`src/rtl/led_pkg.sv`:
```
// Shared definitions for the LED brightness path: breath FSM state encoding,
// default duty width and a counter-width helper.
package led_pkg;

  localparam int LED_DUTY_W = 8;

  typedef enum logic [2:0] {
    ST_IDLE    = 3'd0,
    ST_RISE    = 3'd1,
    ST_HOLD_HI = 3'd2,
    ST_FALL    = 3'd3,
    ST_HOLD_LO = 3'd4
  } breath_state_t;

  // Width of a counter that must hold 0..n-1; never narrower than one bit.
  function automatic int cnt_width(input int n);
    return (n > 1) ? $clog2(n) : 1;
  endfunction

endpackage

```
`src/rtl/tick_prescaler.sv`:
```
// Modulo-CYCLES counter producing one tick per CYCLES un-stalled run cycles.
// A stalled cycle freezes the count, so back-pressure delays ticks without
// dropping or merging any of them.
module tick_prescaler
  import led_pkg::*;
#(
  parameter int CYCLES = 4
) (
  input  logic clk,
  input  logic rst_n,
  input  logic run,
  input  logic clear,
  input  logic stall,
  output logic tick
);

  localparam int CW = cnt_width(CYCLES);
  localparam logic [CW-1:0] LAST = CW'(CYCLES - 1);

  logic [CW-1:0] pcnt_reg;

  assign tick = run && !stall && (pcnt_reg == LAST);

  // Count only while running and not stalled; clear forces the count home.
  always_ff @(posedge clk) begin
    if (!rst_n) begin
      pcnt_reg <= '0;
    end else if (clear) begin
      pcnt_reg <= '0;
    end else if (run && !stall) begin
      pcnt_reg <= (pcnt_reg == LAST) ? '0 : pcnt_reg + CW'(1);
    end
  end

endmodule

```
`src/rtl/breath_ramp.sv`:
```
// Breathing brightness generator: ramps duty 0..MAX, holds, ramps back to 0,
// holds, and repeats. Each new level is offered downstream over valid/ready
// and stays stable until accepted.
module breath_ramp
  import led_pkg::*;
#(
  parameter int WIDTH       = LED_DUTY_W,
  parameter int STEP_CYCLES = 4,
  parameter int HOLD_STEPS  = 2
) (
  input  logic             clk,
  input  logic             rst_n,
  input  logic             en,
  input  logic             duty_ready,
  output logic [WIDTH-1:0] duty,
  output logic             duty_valid,
  output logic [2:0]       phase,
  output logic             cycle_done
);

  localparam logic [WIDTH-1:0] MAX   = '1;
  localparam int               HW    = cnt_width(HOLD_STEPS);
  localparam logic [HW-1:0]    HLAST = HW'(HOLD_STEPS - 1);

  breath_state_t    state_reg, state_next;
  logic [WIDTH-1:0] level_reg, level_next;
  logic             valid_reg, valid_next;
  logic [HW-1:0]    hcnt_reg, hcnt_next;
  logic             done_reg, done_next;

  logic             stall;
  logic             xfer;
  logic             tick;
  logic             run;
  logic             clear;
  logic [WIDTH-1:0] level_inc;
  logic [WIDTH-1:0] level_dec;

  assign stall     = valid_reg && !duty_ready;
  assign xfer      = valid_reg && duty_ready;
  assign run       = (state_reg != ST_IDLE);
  // The prescaler sits at zero in IDLE and is cleared on the way there.
  assign clear     = (state_reg == ST_IDLE) || (!en && !stall);
  assign level_inc = level_reg + WIDTH'(1);
  assign level_dec = level_reg - WIDTH'(1);

  tick_prescaler #(
    .CYCLES (STEP_CYCLES)
  ) u_prescaler (
    .clk   (clk),
    .rst_n (rst_n),
    .run   (run),
    .clear (clear),
    .stall (stall),
    .tick  (tick)
  );

  // Next-state, next-level and handshake decisions for the breath sequence.
  always_comb begin
    state_next = state_reg;
    level_next = level_reg;
    valid_next = valid_reg;
    hcnt_next  = hcnt_reg;
    done_next  = 1'b0;

    // An accepted level retires; a tick on the same edge may re-raise valid.
    if (xfer) begin
      valid_next = 1'b0;
    end

    if (state_reg == ST_IDLE) begin
      // Start always restarts from level 0, offered without waiting a step.
      if (en) begin
        state_next = ST_RISE;
        level_next = '0;
        valid_next = 1'b1;
        hcnt_next  = '0;
      end
    end else if (!en) begin
      // Let a pending level drain before parking; no new emissions.
      if (!stall) begin
        state_next = ST_IDLE;
      end
    end else if (tick) begin
      case (state_reg)
        ST_RISE: begin
          level_next = level_inc;
          valid_next = 1'b1;
          if (level_inc == MAX) begin
            state_next = ST_HOLD_HI;
            hcnt_next  = '0;
          end
        end
        ST_HOLD_HI: begin
          if (hcnt_reg == HLAST) begin
            state_next = ST_FALL;
          end else begin
            hcnt_next = hcnt_reg + HW'(1);
          end
        end
        ST_FALL: begin
          level_next = level_dec;
          valid_next = 1'b1;
          if (level_dec == '0) begin
            state_next = ST_HOLD_LO;
            hcnt_next  = '0;
          end
        end
        ST_HOLD_LO: begin
          if (hcnt_reg == HLAST) begin
            state_next = ST_RISE;
            done_next  = 1'b1;
          end else begin
            hcnt_next = hcnt_reg + HW'(1);
          end
        end
        default: begin
          state_next = ST_IDLE;
        end
      endcase
    end
  end

  // State, level and handshake registers; reset drops any pending offer.
  always_ff @(posedge clk) begin
    if (!rst_n) begin
      state_reg <= ST_IDLE;
      level_reg <= '0;
      valid_reg <= 1'b0;
      hcnt_reg  <= '0;
      done_reg  <= 1'b0;
    end else begin
      state_reg <= state_next;
      level_reg <= level_next;
      valid_reg <= valid_next;
      hcnt_reg  <= hcnt_next;
      done_reg  <= done_next;
    end
  end

  assign duty       = level_reg;
  assign duty_valid = valid_reg;
  assign phase      = state_reg;
  assign cycle_done = done_reg;

endmodule
```
`config.mk`:
```
export PLATFORM = sky130hd
export DESIGN_NAME = breath_ramp
export DESIGN_NICKNAME = d
export VERILOG_FILES = /design/src/rtl/led_pkg.sv /design/src/rtl/tick_prescaler.sv /design/src/rtl/breath_ramp.sv
export SDC_FILE = /design/constraint.sdc
export NUM_CORES = 1
export LEC_CHECK = 0
export CORE_UTILIZATION = 45
export CTS_CLUSTER_DIAMETER = 80
export DETAILED_ROUTE_END_ITERATION = 8
export GPL_TIMING_DRIVEN = 0
export PLACE_DENSITY = 0.77
export SLEW_MARGIN = 20
export SYNTH_ARGS = -nofsm -noshare
export SYNTH_HDL_FRONTEND = slang
export SYNTH_SLANG_ARGS = --single-unit
```
`constraint.sdc`:
```
create_clock -name clk -period 1.9 [get_ports clk]
set_clock_uncertainty 0.05 [all_clocks]
set_input_delay 0.38 -clock clk [delete_from_list [all_inputs] [get_ports clk]]
set_output_delay 0.38 -clock clk [all_outputs]
set_load 0.05 [all_outputs]
```
==> results of run 1 <==
## routing by layer
layer	routed length (um)	part of all wire, %	GRT usage, %	vias up
met4	25	0.81	5.13	0
met2	1440	46	40.7	33
met3	152	4.9	3.67	4
met5	0	0	0	-
met1	1480	48	31.8	618
li1	-	-	-	635
## cell families (layout without fill, tap and decap cells)
group	count (synthesis)	in the layout	share of synthesized area (%)
flops	16	16	26.2
mux	2	2	1.64
xor+xnor	2	2	1.43
fa+ha+maj	6	6	5.93
compound gates	48	48	27.5
simple gates	71	71	30.7
buf+inv	15	36	6.65
## timing repair
item / CTS / global route
buffers inserted: 0 / 3
setup endpoints to repair: 12 / 10
pin swaps: 0 / 4
resized for setup: 12 / 12
## stage by stage
step                power [uW]  util, %
global placement           525     56.0
CTS                        759     57.4
finish                     761     59.6
floorplan                  484        -
global route               798     59.6
detailed placement         528     56.0
## placed cells by master, fill, tap and decap left out, types with 5 or more instances in the layout
cell type	synthesis	routed
dfxtp_1	16	13
dlygate4sd2_1	0	10
buf_4	4	6
nor3_1	7	7
o21ai_0	8	7
nor2_1	19	18
nand3_1	8	8
o21a_1	5	5
a21oi_1	11	8
nand2_1	10	10
## cell type report
cell class | count | area (um2)
timing repair buffer | 17 | 159
tap | 30 | 37.5
multi-input combinational | 129 | 857
sequential | 16 | 329
buffer | 9 | 61.3
clock buffer | 4 | 36.3
fill | 243 | 1020
inverter | 6 | 22.5
## power by group through the flow
stage	Sequential, uW	Combinational (uW)	Clock [uW]
floorplan	381	104	0
global placement	359	166	0
detailed placement	360	168	0
CTS	352	164	244
global route	354	182	262
finish	352	167	241
## path summary, 6_finish.rpt
path              slack (ps)                                    to                                 start  cells after the start
setup / recovery          70                            cycle_done                 cycle_done$_SDFF_PP0_                      1
hold / removal           350                 cycle_done$_SDFF_PP0_                                    en                      3
setup reg to reg          90                 phase[2]$_SDFFE_PN0P_                  duty[0]$_SDFFE_PN0P_                      6
hold reg to reg          430  u_prescaler.pcnt_reg[1]$_SDFFE_PP0P_  u_prescaler.pcnt_reg[1]$_SDFFE_PP0P_                      2
==> results.cfg, run 1 <==
[status]
status = finished, final reports clean

[detailed_routing]
wire_per_inst_um = 14.6
drtAntennaViolNets = 0
vias = 1290
routed_via_density = 6.11
drt_first_iter_violations = 39
drtPass1Iterations = 4
drc = 0
wirelength_um = 3090

[setup_path]
critPathMaxStageDelay_ps = 790
critPathLaunchType = flop
worstPathCellList = clkdlybuf4s50_1
worstPathRequired_ps = 1470
cp_top_family = buffers and inverters
critPathBufInv = 1
cp_max_fo = 1
end_kind = output pin
cp.arrival_ps = 1400
cpMaxStageDelayCell = clkdlybuf4s50_1
path_class = flop to output pin

[yosys]
synth.most_common_cell = nor2_1
syn_nets = 169
yosysWarningCount = 0
async_flop_share_pct = 0
synth_top_area_share_pct = 26.2
syn_area_mm2 = 0.00122
netlist_top_cells_area = dfxtp_1 26%, nor2_1 5.8%, ha_1 5.1%
syn_avg_cell_area_um2 = 7.65
yosysTopAreaCell = dfxtp_1
synth.distinct_cells = 49
synth_ff_type = dfxtp_1
synth-edff-count = 0
yosys_register_bits = 16
synth_common_cells = 19 x nor2_1, 16 x dfxtp_1, 11 x a21oi_1
syn-instance-count = 160
ys_seq_area_share_pct = 26.2

[sta]
timing.slew.headroom_pct = 66.5
max_freq_mhz = 547
rsz0062_at_grt = true
hold_ws_ps = 346
post-route-period-util_pct = 96.3
fin_crit_ps = 1830
setup_violations = 0
slew_viol_final = 0
hold_viol = 0
worstMarginPinSlew_ps = 502
finalWorstSetupSlack_ps = 71.2
setup-tns-final_ps = 0

[power_and_ir_drop]
p_comb_share_pct = 22.0
p_int_uw = 516
seqPwrFrac_pct = 46.3
switchingPower_uw = 244
switching_share_pct = 32.1
pwr-share-clk_pct = 31.7
powerDensity_mw_per_mm2 = 506
vdd_drop_max_uv = 310
p_leak_uw = 0.000654

[floorplan]
start_util_pct = 48.5
rows = 18
core_area_mm2 = 0.00252
ios = 17
die_h_um = 54.1
dieArea_mm2 = 0.00293
die_w_um = 54.1

[cts]
cts_tree = yes
path_clk_slew_ps = 110
cts_sinks = 16
cts_made_buffers = 3
clock_latency_ps = 290
cts_hold_buf = 0
cts-root-buf = clkbuf_4
cts_htree_levels = 1
ctsLongestPathBuffers = 2

[finish]
drive_gt1_share_pct = 17.1
largest_reg_flops = 8
final_cells = 211
finalInstanceArea_mm2 = 0.00150
diodes = 0
area_growth_pct = 22.8
nets = 191

[global_routing]
grt_pass1_wl_um = 5100
overflow = 0
grt_pass1_vias = 1122
grt_use_total_pct = 24.0
grt_max_degree = 13
grt_antenna_before_repair = 0

[placement]
dp_slack_ps = -275
dpl.cell_count = 204
placed_area_mm2 = 0.00141
io_buffers = 14
dp_hpwl_um = 2200
gp_congestion = 0.889

[job]
drv_cap = 0

[hold_path]
hold_class = input pin to flop
No activity file was read; power rests on OpenSTA's default activity.
==> run 2: changes to the inputs <==
CORE_ASPECT_RATIO = 1.5   (was default)
PLACE_DENSITY = 0.69   (was 0.77)
==> run 2 against run 1 <==
Compared with the run above:
- cell count up 2.4%
- worst setup slack got worse by 32 ps
- sequential cell count unchanged
- via count is 1.9% lower
- count of clock-buffer cells in the layout unchanged
- final area fell by 0.25%
- first-iteration DRC count is 56% lower
- hold slack worse by 4.5 ps
- combinational power barely moved
- global-route usage increased by 0.44 points
- routed wire length increased by 1.3%
- critical path type is now flop to flop
- largest cell class unchanged
==> results.cfg, run 2 (same netlist as run 1, synthesis figures left out) <==
[floorplan]
die_h_um = 65.9
core_area_mm2 = 0.00250
ios = 17
rows = 22
dieArea_mm2 = 0.00294
start_util_pct = 48.9
die_w_um = 44.6

[setup_path]
cp_top_family = compound AO/OA/AOI/OAI gates
worstPathCellList = buf_6 -> o21a_1 -> o41ai_4 -> a21oi_2 -> or3_1 -> a21oi_1
critPathLaunch = duty[0]$_SDFFE_PN0P_
critPathMaxStageDelay_ps = 410
critPathBufInv = 1
cp.arrival_ps = 2040
cp_max_fo = 7
critPathLaunchType = flop
path_class = flop to flop
worstPathRequired_ps = 2080
r2r_start = duty[0]$_SDFFE_PN0P_
end_kind = flop
cpMaxStageDelayCell = o41ai_4

[finish]
finalInstanceArea_mm2 = 0.00150
nets = 190
final_cell_mix = 18 x nor2_1, 13 x dfxtp_1, 10 x nand2_1
drive_gt1_share_pct = 16.1
layout_commonest_cell = nor2_1
diodes = 0
final_cells = 216
area_growth_pct = 22.5
largest_reg_flops = 8

[detailed_routing]
routed_via_density = 5.86
wire_per_inst_um = 14.5
drtAntennaViolNets = 0
wl_met1_um = 1280
top_layer_used = met4
vias = 1266
drc = 0
drt_first_iter_violations = 17
wirelength_um = 3130
drtPass1Iterations = 4
met3_length_um = 95
met2_length_um = 1620

[status]
status = finished, final reports clean

[global_routing]
overflow = 0
grt_use_total_pct = 24.5
grt_max_degree = 13
grt_antenna_before_repair = 0
grt_pass1_vias = 1271
grt_pass1_wl_um = 5490

[cts]
ctsLongestPathBuffers = 2
cts_htree_levels = 1
cts-root-buf = clkbuf_4
cts_sinks = 16
clock_latency_ps = 290
cts_made_buffers = 3
path_clk_slew_ps = 100
cts_tree = yes

[hold_path]
min_from = rst_n
hold_class = input pin to flop

[power_and_ir_drop]
p_total_uw = 711
p_leak_uw = 0.000627
powerDensity_mw_per_mm2 = 475
vdd_drop_max_uv = 411

[sta]
hold_viol = 0
max_freq_mhz = 537
fin_crit_ps = 1860
setup_violations = 0
worstMarginPinSlew_ps = 501
timing.slew.headroom_pct = 66.6
post-route-period-util_pct = 97.9
finalWorstSetupSlack_ps = 39.2
rsz0062_at_grt = true
hold_ws_ps = 342
slew_viol_final = 0

[placement]
placed_area_mm2 = 0.00142
dp_hpwl_um = 2410
io_buffers = 14
dpl.cell_count = 210
gp_congestion = 0.939
dp_slack_ps = -229

[job]
drv_cap = 0
run 2: cell count changes in the layout (fill, tap and decap cells not counted), sizes merged:
cell | previous run | this run
clkbuf | 6 | 5
clkdlybuf4s50 | 2 | 3
dlygate4sd2 | 10 | 9
run 2: final cells by class:
type	instances	area, um2
tap	36	45.0
inverter	6	22.5
sequential	16	329
multi-input combinational	129	856
fill	238	1010
buffer	8	56.3
timing repair buffer	17	164
clock buffer	4	26.3
run 2: metal layers:
metal  vias to the layer above  GRT usage [%]
li1                        637              -
met1                       580           27.9
met2                        35           43.4
met3                        14           1.91
met4                         0           13.3
met5                         -              0
run 2: path summary, 6_finish.rpt:
| kind | to | slack [ps] | depth (start not counted) |
|---|---|---|---|
| worst min-delay path | duty[3]$_SDFFE_PN0P_ | 340 | 2 |
| worst min register to register | u_prescaler.pcnt_reg[1]$_SDFFE_PP0P_ | 420 | 2 |
| worst max-delay path | phase[2]$_SDFFE_PN0P_ | 40 | 6 |
| worst max register to register | phase[2]$_SDFFE_PN0P_ | 40 | 6 |
run 2: power by group:
group | internal (uW) | switching, uW | total [uW]
clock network | 81.7 | 108 | 189
registers | 341 | 10.5 | 351
logic | 59.7 | 111 | 170
run 2: metrics by stage:
stage | TNS [ps] | utilization, %
floorplan | 0 | -
global placement | -969 | 56.7
detailed placement | -1230 | 56.7
CTS | -18.0 | 57.7
global route | -90.3 | 59.8
finish | 0 | 59.8
run 2: timing repair:
item                                    in CTS  in global routing
endpoints found under the setup margin      11                 11
setup buffers                                0                  3
gates resized for setup                     10                 14
pin swaps                                    0                  5
hold buffers                                 0                  0
